File: src/rtl/mem_fetch_ctrl_if.sv
// ---------------------------------------------------------------------------
// mem_fetch_ctrl_if
//   Bundles every non-clock signal of mem_fetch_ctrl: the burst request,
//   the downstream memory read port, the output stream and the status flags.
//
//   Request    : start, base_addr[26:0], word_cnt[7:0]
//   Memory     : mem_addr[26:0], mem_readE, mem_data[31:0]
//   Stream     : out_data[31:0], out_valid, out_ready
//   Status     : busy, done, err (err only with MEM_FETCH_WRAPCHK_EN)
//
//   Handshake (out_valid/out_ready): a word transfers on every rising clk
//   edge where both are 1. out_valid never depends on out_ready, and
//   out_data is stable while out_valid=1 and out_ready=0.
//
//   Modports: master = the fetch controller, slave = its environment.
// ---------------------------------------------------------------------------
interface mem_fetch_ctrl_if;
    logic        start;
    logic [26:0] base_addr;
    logic [7:0]  word_cnt;
    logic [26:0] mem_addr;
    logic        mem_readE;
    logic [31:0] mem_data;
    logic [31:0] out_data;
    logic        out_valid;
    logic        out_ready;
    logic        busy;
    logic        done;
`ifdef MEM_FETCH_WRAPCHK_EN
    logic        err;
`endif

    modport master (
        input  start, base_addr, word_cnt, mem_data, out_ready,
        output mem_addr, mem_readE, out_data, out_valid, busy, done
`ifdef MEM_FETCH_WRAPCHK_EN
        , output err
`endif
    );

    modport slave (
        output start, base_addr, word_cnt, mem_data, out_ready,
        input  mem_addr, mem_readE, out_data, out_valid, busy, done
`ifdef MEM_FETCH_WRAPCHK_EN
        , input err
`endif
    );
endinterface

File: src/rtl/mem_fetch_ctrl.sv
// ---------------------------------------------------------------------------
// mem_fetch_ctrl
//   Burst read controller. On an accepted start it reads word_cnt words
//   from a simple synchronous memory starting at base_addr, holding each
//   address with mem_readE=1 for READ_WAIT+1 cycles and sampling mem_data
//   on the edge that ends the last of them. Words go through a 2-entry FIFO
//   to a valid/ready output stream. The controller stalls when the FIFO is
//   full, drains it at the end of the burst and pulses done once.
//
//   Parameters : READ_WAIT (0..15) extra read-hold cycles,
//                ADDR_STEP address increment per word (modulo 2^27).
//   Ports      : clk, rst_n (async, active low),
//                bus (mem_fetch_ctrl_if.master), state_dbg (FSM state).
//   Option     : MEM_FETCH_WRAPCHK_EN -- when defined, an address advance
//                that wraps past 27'h7FFFFFF with words still remaining
//                sets the sticky err flag and ends the burst early.
//                Undefined: no err port, the address wraps silently.
// ---------------------------------------------------------------------------
module mem_fetch_ctrl #(
    parameter int READ_WAIT = 1,
    parameter int ADDR_STEP = 1
) (
    input  logic              clk,
    input  logic              rst_n,
    mem_fetch_ctrl_if.master  bus,
    output logic [2:0]        state_dbg
);

    typedef enum logic [2:0] {
        IDLE  = 3'd0,
        ISSUE = 3'd1,
        STALL = 3'd2,
        DRAIN = 3'd3,
        FIN   = 3'd4
    } state_t;

    localparam logic [3:0]  WAIT_LAST = 4'(READ_WAIT);
    localparam logic [26:0] STEP      = 27'(ADDR_STEP);

    state_t      state;
    logic [26:0] addr;
    logic        read_en;
    logic [7:0]  remaining;
    logic [3:0]  wait_cnt;
    logic        busy_q;
    logic        done_q;

    logic [31:0] fifo_mem [2];
    logic        wr_ptr;
    logic        rd_ptr;
    logic [1:0]  fifo_cnt;

    logic        last_wait;
    logic        push;
    logic        pop;
    logic [1:0]  cnt_after_push;
    logic [26:0] addr_next;

`ifdef MEM_FETCH_WRAPCHK_EN
    logic [27:0] addr_sum;
    logic        wrapped;
    logic        err_q;

    // The carry out of the 27-bit add is exactly the wrap condition.
    assign addr_sum  = {1'b0, addr} + {1'b0, STEP};
    assign addr_next = addr_sum[26:0];
    assign wrapped   = addr_sum[27];
    assign bus.err   = err_q;
`else
    assign addr_next = addr + STEP;
`endif

    assign last_wait = (wait_cnt == WAIT_LAST);
    assign push      = (state == ISSUE) && last_wait;
    assign pop       = bus.out_valid && bus.out_ready;
    // Occupancy after this edge's push, accounting for a simultaneous pop.
    assign cnt_after_push = pop ? fifo_cnt : fifo_cnt + 2'd1;

    // Burst FSM with registered outputs.
    always_ff @(posedge clk or negedge rst_n) begin
        if (!rst_n) begin
            state     <= IDLE;
            addr      <= '0;
            read_en   <= 1'b0;
            remaining <= '0;
            wait_cnt  <= '0;
            busy_q    <= 1'b0;
            done_q    <= 1'b0;
`ifdef MEM_FETCH_WRAPCHK_EN
            err_q     <= 1'b0;
`endif
        end else begin
            done_q <= 1'b0;
            case (state)
                IDLE: begin
                    if (bus.start) begin
                        addr      <= bus.base_addr;
                        remaining <= bus.word_cnt;
                        wait_cnt  <= '0;
                        busy_q    <= 1'b1;
`ifdef MEM_FETCH_WRAPCHK_EN
                        err_q     <= 1'b0;
`endif
                        if (bus.word_cnt != 8'd0) begin
                            state   <= ISSUE;
                            read_en <= 1'b1;
                        end else begin
                            state   <= FIN;
                        end
                    end
                end

                ISSUE: begin
                    if (last_wait) begin
                        // mem_data is pushed into the FIFO on this edge.
                        addr      <= addr_next;
                        remaining <= remaining - 8'd1;
                        wait_cnt  <= '0;
                        if (remaining == 8'd1) begin
                            state   <= DRAIN;
                            read_en <= 1'b0;
`ifdef MEM_FETCH_WRAPCHK_EN
                        end else if (wrapped) begin
                            err_q   <= 1'b1;
                            state   <= DRAIN;
                            read_en <= 1'b0;
`endif
                        end else if (cnt_after_push == 2'd2) begin
                            state   <= STALL;
                            read_en <= 1'b0;
                        end
                        // Otherwise stay in ISSUE with read_en held high.
                    end else begin
                        wait_cnt <= wait_cnt + 4'd1;
                    end
                end

                STALL: begin
                    if (fifo_cnt != 2'd2) begin
                        state   <= ISSUE;
                        read_en <= 1'b1;
                    end
                end

                DRAIN: begin
                    if (fifo_cnt == 2'd0) begin
                        state <= FIN;
                    end
                end

                FIN: begin
                    done_q <= 1'b1;
                    busy_q <= 1'b0;
                    state  <= IDLE;
                end

                default: begin
                    state   <= IDLE;
                    read_en <= 1'b0;
                end
            endcase
        end
    end

    // Two-entry output FIFO. The FSM only pushes when an entry is free,
    // and pop is qualified by out_valid, so no overflow/underflow guards.
    always_ff @(posedge clk or negedge rst_n) begin
        if (!rst_n) begin
            fifo_mem[0] <= '0;
            fifo_mem[1] <= '0;
            wr_ptr      <= 1'b0;
            rd_ptr      <= 1'b0;
            fifo_cnt    <= '0;
        end else begin
            if (push) begin
                fifo_mem[wr_ptr] <= bus.mem_data;
                wr_ptr           <= ~wr_ptr;
            end
            if (pop) begin
                rd_ptr <= ~rd_ptr;
            end
            case ({push, pop})
                2'b10:   fifo_cnt <= fifo_cnt + 2'd1;
                2'b01:   fifo_cnt <= fifo_cnt - 2'd1;
                default: fifo_cnt <= fifo_cnt;
            endcase
        end
    end

    assign bus.mem_addr  = addr;
    assign bus.mem_readE = read_en;
    assign bus.out_data  = fifo_mem[rd_ptr];
    assign bus.out_valid = (fifo_cnt != 2'd0);
    assign bus.busy      = busy_q;
    assign bus.done      = done_q;
    assign state_dbg     = state;

endmodule

File: src/flat_wrapper.sv
// flat-port wrapper written by rule: the top's interface ports become plain ports
module mem_fetch_ctrl_flat 
#(
    parameter int READ_WAIT = 1,
    parameter int ADDR_STEP = 1
)
  (clk, rst_n, state_dbg, bus_start, bus_base_addr, bus_word_cnt, bus_mem_data, bus_out_ready, bus_mem_addr, bus_mem_readE, bus_out_data, bus_out_valid, bus_busy, bus_done);
  mem_fetch_ctrl_if bus_i ();
  input  logic clk;
  input  logic rst_n;
  output logic [2:0] state_dbg;
  input wire logic [$bits(bus_i.start)-1:0] bus_start;
  input wire logic [$bits(bus_i.base_addr)-1:0] bus_base_addr;
  input wire logic [$bits(bus_i.word_cnt)-1:0] bus_word_cnt;
  input wire logic [$bits(bus_i.mem_data)-1:0] bus_mem_data;
  input wire logic [$bits(bus_i.out_ready)-1:0] bus_out_ready;
  output wire logic [$bits(bus_i.mem_addr)-1:0] bus_mem_addr;
  output wire logic [$bits(bus_i.mem_readE)-1:0] bus_mem_readE;
  output wire logic [$bits(bus_i.out_data)-1:0] bus_out_data;
  output wire logic [$bits(bus_i.out_valid)-1:0] bus_out_valid;
  output wire logic [$bits(bus_i.busy)-1:0] bus_busy;
  output wire logic [$bits(bus_i.done)-1:0] bus_done;
  assign bus_i.start = bus_start;
  assign bus_i.base_addr = bus_base_addr;
  assign bus_i.word_cnt = bus_word_cnt;
  assign bus_i.mem_data = bus_mem_data;
  assign bus_i.out_ready = bus_out_ready;
  assign bus_mem_addr = bus_i.mem_addr;
  assign bus_mem_readE = bus_i.mem_readE;
  assign bus_out_data = bus_i.out_data;
  assign bus_out_valid = bus_i.out_valid;
  assign bus_busy = bus_i.busy;
  assign bus_done = bus_i.done;
  mem_fetch_ctrl #(.READ_WAIT(READ_WAIT), .ADDR_STEP(ADDR_STEP)) u_core (.clk(clk), .rst_n(rst_n), .bus(bus_i), .state_dbg(state_dbg));
endmodule
File: config.mk
export PLATFORM = sky130hd
export DESIGN_NAME = mem_fetch_ctrl_flat
export DESIGN_NICKNAME = d
export VERILOG_FILES = /design/src/rtl/mem_fetch_ctrl_if.sv /design/src/rtl/mem_fetch_ctrl.sv /design/src/flat_wrapper.sv
export SDC_FILE = /design/constraint.sdc
export NUM_CORES = 1
export LEC_CHECK = 0
export CAP_MARGIN = 20
export CORE_AREA = 3 3 97 192
export DETAILED_ROUTE_END_ITERATION = 10
export DIE_AREA = 0 0 100 195
export PLACE_DENSITY = 0.56
export SYNTH_ARGS = -nofsm -noshare
export SYNTH_HDL_FRONTEND = slang
export SYNTH_SLANG_ARGS = --single-unit
File: constraint.sdc
create_clock -name clk -period 3.95 [get_ports clk]
set_input_delay 0.79 -clock clk [delete_from_list [all_inputs] [get_ports clk]]
set_output_delay 0.79 -clock clk [all_outputs]
set_load 0.02 [all_outputs]
==> flow_metrics.py, run 1 <==
metrics = {
    "run_status": {
        "outcome": "complete, no violations",
    },
    "pwr": {
        "power_frac_seq": 0.298,
        "ir_drop_v": 0.000371,
        "p_sw_frac": 0.391,
        "p_clk_frac": 0.209,
        "combPwrFrac": 0.493,
        "intPower_uw": 4680,
        "p_leak_uw": 0.00322,
        "p_per_area_nw_per_um2": 944,
        "switchingPower_uw": 3000,
        "design_power_total_uw": 7680,
    },
    "clocking": {
        "postCtsHoldBufs": 0,
        "cts_repair_resize_count": 0,
        "path_clk_slew_ns": 0.05,
        "cts_root_buf": "clkbuf_16",
        "cts_sinks": 113,
        "clockBufferDepth": 2,
        "postCtsSetupBuffers": 0,
        "cts_max_level": 4,
        "clk_latency_ns": 0.41,
        "cts_tree": "done",
        "numCtsBuffers": 17,
    },
    "place": {
        "globalplace.congestion": 0.853,
        "io_buffers": 136,
        "preCtsSetupSlack_ns": 0.933,
        "dpl.cell_count": 862,
        "dpl.hpwl_microns": 11900,
    },
    "die": {
        "core_region_area_sq_um": 17300,
        "die_h_microns": 195,
        "die_area_sq_um": 19500,
        "initial_utilization": 0.347,
        "io_pins": 137,
        "die_w_microns": 100,
        "row_count": 68,
    },
    "synthesis": {
        "netlist_area_sq_um": 6000,
        "ys_warn_count": 0,
        "synth_cell_types": 73,
        "syn_nets": 621,
        "synth_flop_cell": "dfrtp_1",
        "netlist_top_cells_area": "dfrtp_1 47%, mux2_2 18%, o21ai_0 2.3%",
        "yosysSeqAreaShare": 0.471,
        "synth_edf_count": 0,
        "synth_top_area_cell": "dfrtp_1",
        "async_reset_ff_frac": 1.00,
        "syn_inst": 542,
        "syn_avg_cell_area_sq_um": 11.1,
        "yosysTopAreaCellShare": 0.471,
        "ys_ff_latch": 113,
    },
    "global_route": {
        "antenna_found_initial": 0,
        "grt_pass1_vias": 5321,
        "grt_first_pass_wirelength_microns": 27200,
        "gr-total-overflow": 0,
        "grt_max_degree": 70,
        "grtUsageTotal": 0.176,
    },
    "timing": {
        "worst_slack_ns": 1.00,
        "tightest_slew_ns": 0.950,
        "timing.fmax_mhz": 339,
        "finalMaxSlewViolations": 0,
        "fin_crit_ns": 2.95,
        "finClkSkew_ns": 0.0101,
        "finalHoldViolCount": 0,
        "finalSetupViolations": 0,
        "whs_ns": 0.466,
        "period_share": 0.746,
        "grt_setup_unrepaired": "no",
        "slew_headroom": 0.367,
        "fin_setup_tns_ns": 0,
    },
    "final_layout": {
        "nets": 750,
        "drive_gt1_frac": 0.225,
        "synthToLayoutAreaGrowth_pct": 35.6,
        "finalNonFillerCells": 894,
        "insertedDiodeCount": 0,
    },
    "worst_setup_path": {
        "crit_buf_inv": 2,
        "worstPathCellList": "buf_4 > mux2_2 > clkdlybuf4s50_1",
        "slowest_delay_ns": 0.55,
        "path_max_fanout": 32,
        "cp.arrival_ns": 2.16,
        "crit_type": "flop to primary output",
        "critPathLaunchType": "flop",
        "worstSetupEndpointType": "primary output",
        "cpMaxStageDelayCell": "clkdlybuf4s50_1",
        "crit_family": "buffers and inverters",
        "critPathRequiredTime_ns": 3.16,
    },
    "drt": {
        "drt-initial-drc-count": 166,
        "wire_per_inst_microns": 19.0,
        "drtAntennaViolNets": 0,
        "wl_microns": 16900,
        "drc": 0,
        "via_per_inst": 5.56,
        "vias": 4968,
        "drt-pass1-iter-count": 4,
    },
    "job": {
        "maxCapViolCount": 0,
    },
    "hold_path": {
        "min_path_type": "flop to flop",
    },
}
==> cells by family (layout without fill, tap and decap cells) <==
group | Yosys count | count (layout) | share of synthesized area
XOR/XNOR | 4 | 4 | 0.00584
AND/OR/NAND/NOR | 163 | 163 | 0.159
multiplexers | 101 | 101 | 0.189
adder cells (fa/ha/maj) | 8 | 8 | 0.0167
flip-flops | 113 | 113 | 0.471
AO/OA/AOI/OAI | 108 | 108 | 0.119
buffers and inverters | 45 | 187 | 0.0390
==> registers in the layout, indices dropped and copies added (netlist names) <==
register,cells
u_core.remaining,8
u_core.rd_ptr,1
u_core.state_dbg,3
u_core.bus.done,1
u_core.wr_ptr,1
u_core.fifo_cnt,2
u_core.bus.mem_readE,1
u_core.fifo_mem,64
u_core.wait_cnt,4
u_core.bus.mem_addr,27
u_core.bus.busy,1
==> Yosys cell counts (4+ instances only) <==
cell and number:
a211oi_1 4, a21oi_1 23, a31oi_1 8, and3_1 7
and4_1 4, buf_2 15, buf_6 5, clkbuf_1 11
dfrtp_1 113, ha_1 8, inv_1 9, mux2_1 4
mux2_2 94, nand2_1 25, nand3_1 16, nand4_1 13
nor2_1 35, nor3_1 12, nor4_1 12, o21ai_0 27
o22a_1 7, o22ai_1 4, o2bb2ai_1 4, or3_1 4
xnor2_1 4
==> routing by layer <==
| layer | up-vias | part of all wire | global-route usage | wire, microns |
|---|---|---|---|---|
| met1 | 2468 | 0.37 | 0.185 | 6240 |
| li1 | 2287 | - | - | - |
| met5 | - | 0 | 0 | 0 |
| met2 | 171 | 0.55 | 0.325 | 9360 |
| met3 | 42 | 0.048 | 0.0361 | 810 |
| met4 | 0 | 0.032 | 0.0810 | 537 |
==> cell usage in the layout, fill, tap and decap left out, types with 4 or more instances in the layout <==
| cell | count |
|---|---|
| clkdlybuf4s50_1 | 135 |
| a31oi_1 | 8 |
| nand4_1 | 13 |
| buf_4 | 9 |
| inv_1 | 9 |
| o22a_1 | 7 |
| and4_1 | 4 |
| dfrtp_1 | 113 |
| o2bb2ai_1 | 4 |
| mux2_1 | 4 |
| nor3_1 | 12 |
| nor4_1 | 12 |
| nand3_1 | 16 |
| ha_1 | 8 |
| o21ai_0 | 27 |
| nand2_1 | 25 |
| a21oi_1 | 23 |
| and3_1 | 7 |
| nor2_1 | 35 |
| o22ai_1 | 4 |
| or3_1 | 4 |
| mux2_2 | 94 |
| clkbuf_16 | 17 |
| a211oi_1 | 4 |
| clkbuf_8 | 5 |
| xnor2_1 | 4 |
==> power by group through the flow <==
| stage | registers [uW] | clock network, uW | logic (uW) |
|---|---|---|---|
| finish | 2290 | 1600 | 3790 |
| global route | 2370 | 1690 | 4090 |
| CTS | 2280 | 1640 | 3830 |
| detailed placement | 2290 | 0 | 3810 |
| global placement | 2260 | 0 | 3750 |
| floorplan | 2290 | 0 | 2360 |
==> final timing paths <==
check                                                start                            endpoint  slack (ns)  cells after the start
min in group asynchronous                            rst_n  u_core.bus.mem_addr[8]$_DFFE_PN0P_        0.51                      1
max reg2reg                u_core.state_dbg[0]$_DFFE_PN0P_     u_core.fifo_mem[48]$_DFFE_PN0P_        1.22                      6
max                              u_core.rd_ptr$_DFFE_PN0P_                    bus_out_data[12]        1.00                      3
min reg2reg                      u_core.rd_ptr$_DFFE_PN0P_           u_core.rd_ptr$_DFFE_PN0P_        0.47                      1
max in group asynchronous                            rst_n     u_core.fifo_mem[53]$_DFFE_PN0P_        2.63                      2
min                              u_core.rd_ptr$_DFFE_PN0P_           u_core.rd_ptr$_DFFE_PN0P_        0.47                      1
==> through the flow <==
step           area [sq um]   util
2_1_floorplan          6000      -
3_3_place_gp           7510  0.435
3_5_place_dp           7510  0.435
4_1_cts                8140  0.471
5_1_grt                8140  0.471
6_report               8140  0.471
==> area by class of cell <==
| type | instances | area, sq um |
|---|---|---|
| Fill cell | 1606 | 9140 |
| Multi-Input combinational cell | 384 | 2940 |
| Sequential cell | 113 | 2830 |
| Timing Repair Buffer | 145 | 1440 |
| Clock buffer | 23 | 498 |
| Tap cell | 210 | 263 |
| Clock inverter | 9 | 128 |
| Inverter | 10 | 37.5 |
Note: power is estimated with default switching activity, not from simulation.
==> run 2: changes to the inputs <==
Settings changed: PLACE_DENSITY 0.56 to 0.58.
Clock period 3.95 ns to 2.6 ns, I/O delays scaled along.
==> run 2 against run 1 <==
Effect of this change: register-to-register slack got worse by 0.82 ns; worst hold slack got worse by 0.32 ns; clock power increased by 65%; critical path type unchanged; power increased by 58%; cell area increased by 2.6%; via count decreased by 0.10%; combinational power increased by 60%; sequential share of layout area decreased by 0.87 points; sequential power increased by 50%; first-iteration DRC count decreased by 5.4%; clock skew increased by 0.0021 ns.
==> flow_metrics.py, run 2 (synthesis results as in run 1) <==
metrics = {
    "run_status": {
        "outcome": "complete, no violations",
    },
    "drt": {
        "wl_microns": 17100,
        "via_per_inst": 5.47,
        "drt-initial-drc-count": 157,
        "drtAntennaViolNets": 0,
        "drt-pass1-iter-count": 4,
        "wire_per_inst_microns": 18.8,
        "vias": 4963,
        "drc": 0,
    },
    "final_layout": {
        "largest_reg_flops": 64,
        "mostFrequentLayoutCells": "135 x clkdlybuf4s50_1, 112 x dfrtp_1, 94 x mux2_2, 35 x nor2_1, 27 x o21ai_0",
        "insertedDiodeCount": 0,
        "final_common_cell": "clkdlybuf4s50_1",
        "fin_area_sq_um": 8350,
        "multi_input_area_sq_um": 2940,
        "regMostFlops": "u_core.fifo_mem",
        "seqCellArea_sq_um": 2830,
        "nets": 763,
        "fillers": 1582,
        "synthToLayoutAreaGrowth_pct": 39.2,
        "drive_gt1_frac": 0.242,
    },
    "timing": {
        "tightest_slew_ns": 0.670,
        "period_share": 0.959,
        "finalSetupViolations": 0,
        "finClkSkew_ns": 0.0122,
        "worst_slack_ns": 0.106,
        "grt_setup_unrepaired": "no",
        "fin_crit_ns": 2.49,
        "slew_headroom": 0.554,
        "finalHoldViolCount": 0,
        "finalMaxSlewViolations": 0,
        "timing.fmax_mhz": 401,
        "fin_setup_tns_ns": 0,
    },
    "pwr": {
        "p_sw_frac": 0.381,
        "combPwrFrac": 0.500,
        "p_per_area_nw_per_um2": 1450,
        "design_power_total_uw": 12100,
        "switchingPower_uw": 4620,
        "p_leak_uw": 0.00333,
        "p_clk_frac": 0.217,
        "intPower_uw": 7500,
        "ir_drop_v": 0.000630,
        "power_frac_seq": 0.283,
    },
    "place": {
        "globalplace.congestion": 0.878,
        "preCtsSetupSlack_ns": 0.170,
        "io_buffers": 136,
        "dpl.hpwl_microns": 12300,
        "placed_cell_area_sq_um": 7650,
    },
    "global_route": {
        "grt_pass1_vias": 5503,
        "grt_first_pass_wirelength_microns": 27200,
        "grt_max_degree": 51,
        "grtUsageTotal": 0.177,
        "gr-total-overflow": 0,
        "antenna_found_initial": 0,
    },
    "worst_setup_path": {
        "crit_type": "flop to primary output",
        "path_max_fanout": 15,
        "worst-r2r-cell-count": 5,
        "cp.arrival_ns": 1.97,
        "critPathRequiredTime_ns": 2.08,
        "critPathLaunchType": "flop",
        "worstSetupEndpointType": "primary output",
    },
    "clocking": {
        "cts_sinks": 113,
        "clk_latency_ns": 0.41,
        "cts_tree": "done",
        "clockBufferDepth": 2,
        "postCtsHoldBufs": 0,
        "numCtsBuffers": 17,
        "path_clk_slew_ns": 0.06,
        "cts_max_level": 4,
        "cts_root_buf": "clkbuf_16",
    },
    "die": {
        "initial_utilization": 0.347,
        "core_region_area_sq_um": 17300,
        "die_h_microns": 195,
        "io_pins": 137,
        "die_area_sq_um": 19500,
        "die_w_microns": 100,
        "row_count": 68,
    },
    "hold_path": {
        "min_path_type": "primary input to asynchronous set/reset pin",
    },
    "job": {
        "maxCapViolCount": 0,
    },
}
==> run 2: cell types whose count changed in the layout (fill, tap and decap cells not counted) <==
cell,delta
clkbuf_1,-1
dfrtp_1,-1
clkinvlp_4,-2
buf_12,+4
buf_4,+8
dfrtp_2,+1
clkinv_2,+1
clkbuf_16,+1
bufinv_16,+2
==> run 2: final timing paths <==
path                                                     from                                   to  slack (ns)
setup / recovery                    u_core.rd_ptr$_DFFE_PN0P_                      bus_out_data[6]        0.11
hold / removal                                          rst_n   u_core.bus.mem_addr[9]$_DFFE_PN0P_        0.15
min in group clk              u_core.fifo_mem[60]$_DFFE_PN0P_      u_core.fifo_mem[60]$_DFFE_PN0P_        0.48
hold reg to reg               u_core.fifo_mem[60]$_DFFE_PN0P_      u_core.fifo_mem[60]$_DFFE_PN0P_        0.48
setup reg to reg           u_core.bus.mem_addr[0]$_DFFE_PN0P_  u_core.bus.mem_addr[26]$_DFFE_PN0P_        0.40
max in group asynchronous                               rst_n      u_core.fifo_mem[30]$_DFFE_PN0P_        1.73
==> run 2: worst max-delay path, stage by stage (launching register included) <==
cell,delay (ns)
dfrtp_2,0.45
clkbuf_16,0.22
mux2_2,0.34
clkdlybuf4s50_1,0.55
==> run 2: repair_timing <==
| action | CTS | global route |
|---|---|---|
| resized for setup | 0 | 1 |
| endpoints found under the setup margin | 0 | 28 |
| buffers inserted | 0 | 0 |
==> run 2: area by class of cell <==
type	instances	area share
Tap cell	210	0.0315
Multi-Input combinational cell	384	0.353
Sequential cell	113	0.339
Timing Repair Buffer	158	0.192
Clock buffer	22	0.0592
Clock inverter	10	0.0213
Inverter	10	0.00450
==> run 2: metal layers <==
layer	GRT usage	routed length (microns)
met2	0.338	9670
met1	0.173	6060
met4	0.0870	454
met3	0.0379	900
met5	0	0
==> run 2: per-stage QoR <==
stage / hold slack (ns) / std cells / utilization
after floorplan: 0.224 / 542 / -
after global placement: 0.464 / 874 / 0.443
after detailed placement: 0.475 / 874 / 0.443
after CTS: 0.152 / 906 / 0.482
after global routing: 0.190 / 907 / 0.483
final: 0.150 / 907 / 0.483
==> run 2: power groups by stage <==
stage,clock (uW),combinational [uW],sequential [uW]
after global placement,0,5970,3370
final,2640,6060,3430
after CTS,2700,6090,3410
after global routing,2780,6540,3570
after floorplan,0,3590,3480
after detailed placement,0,6070,3430
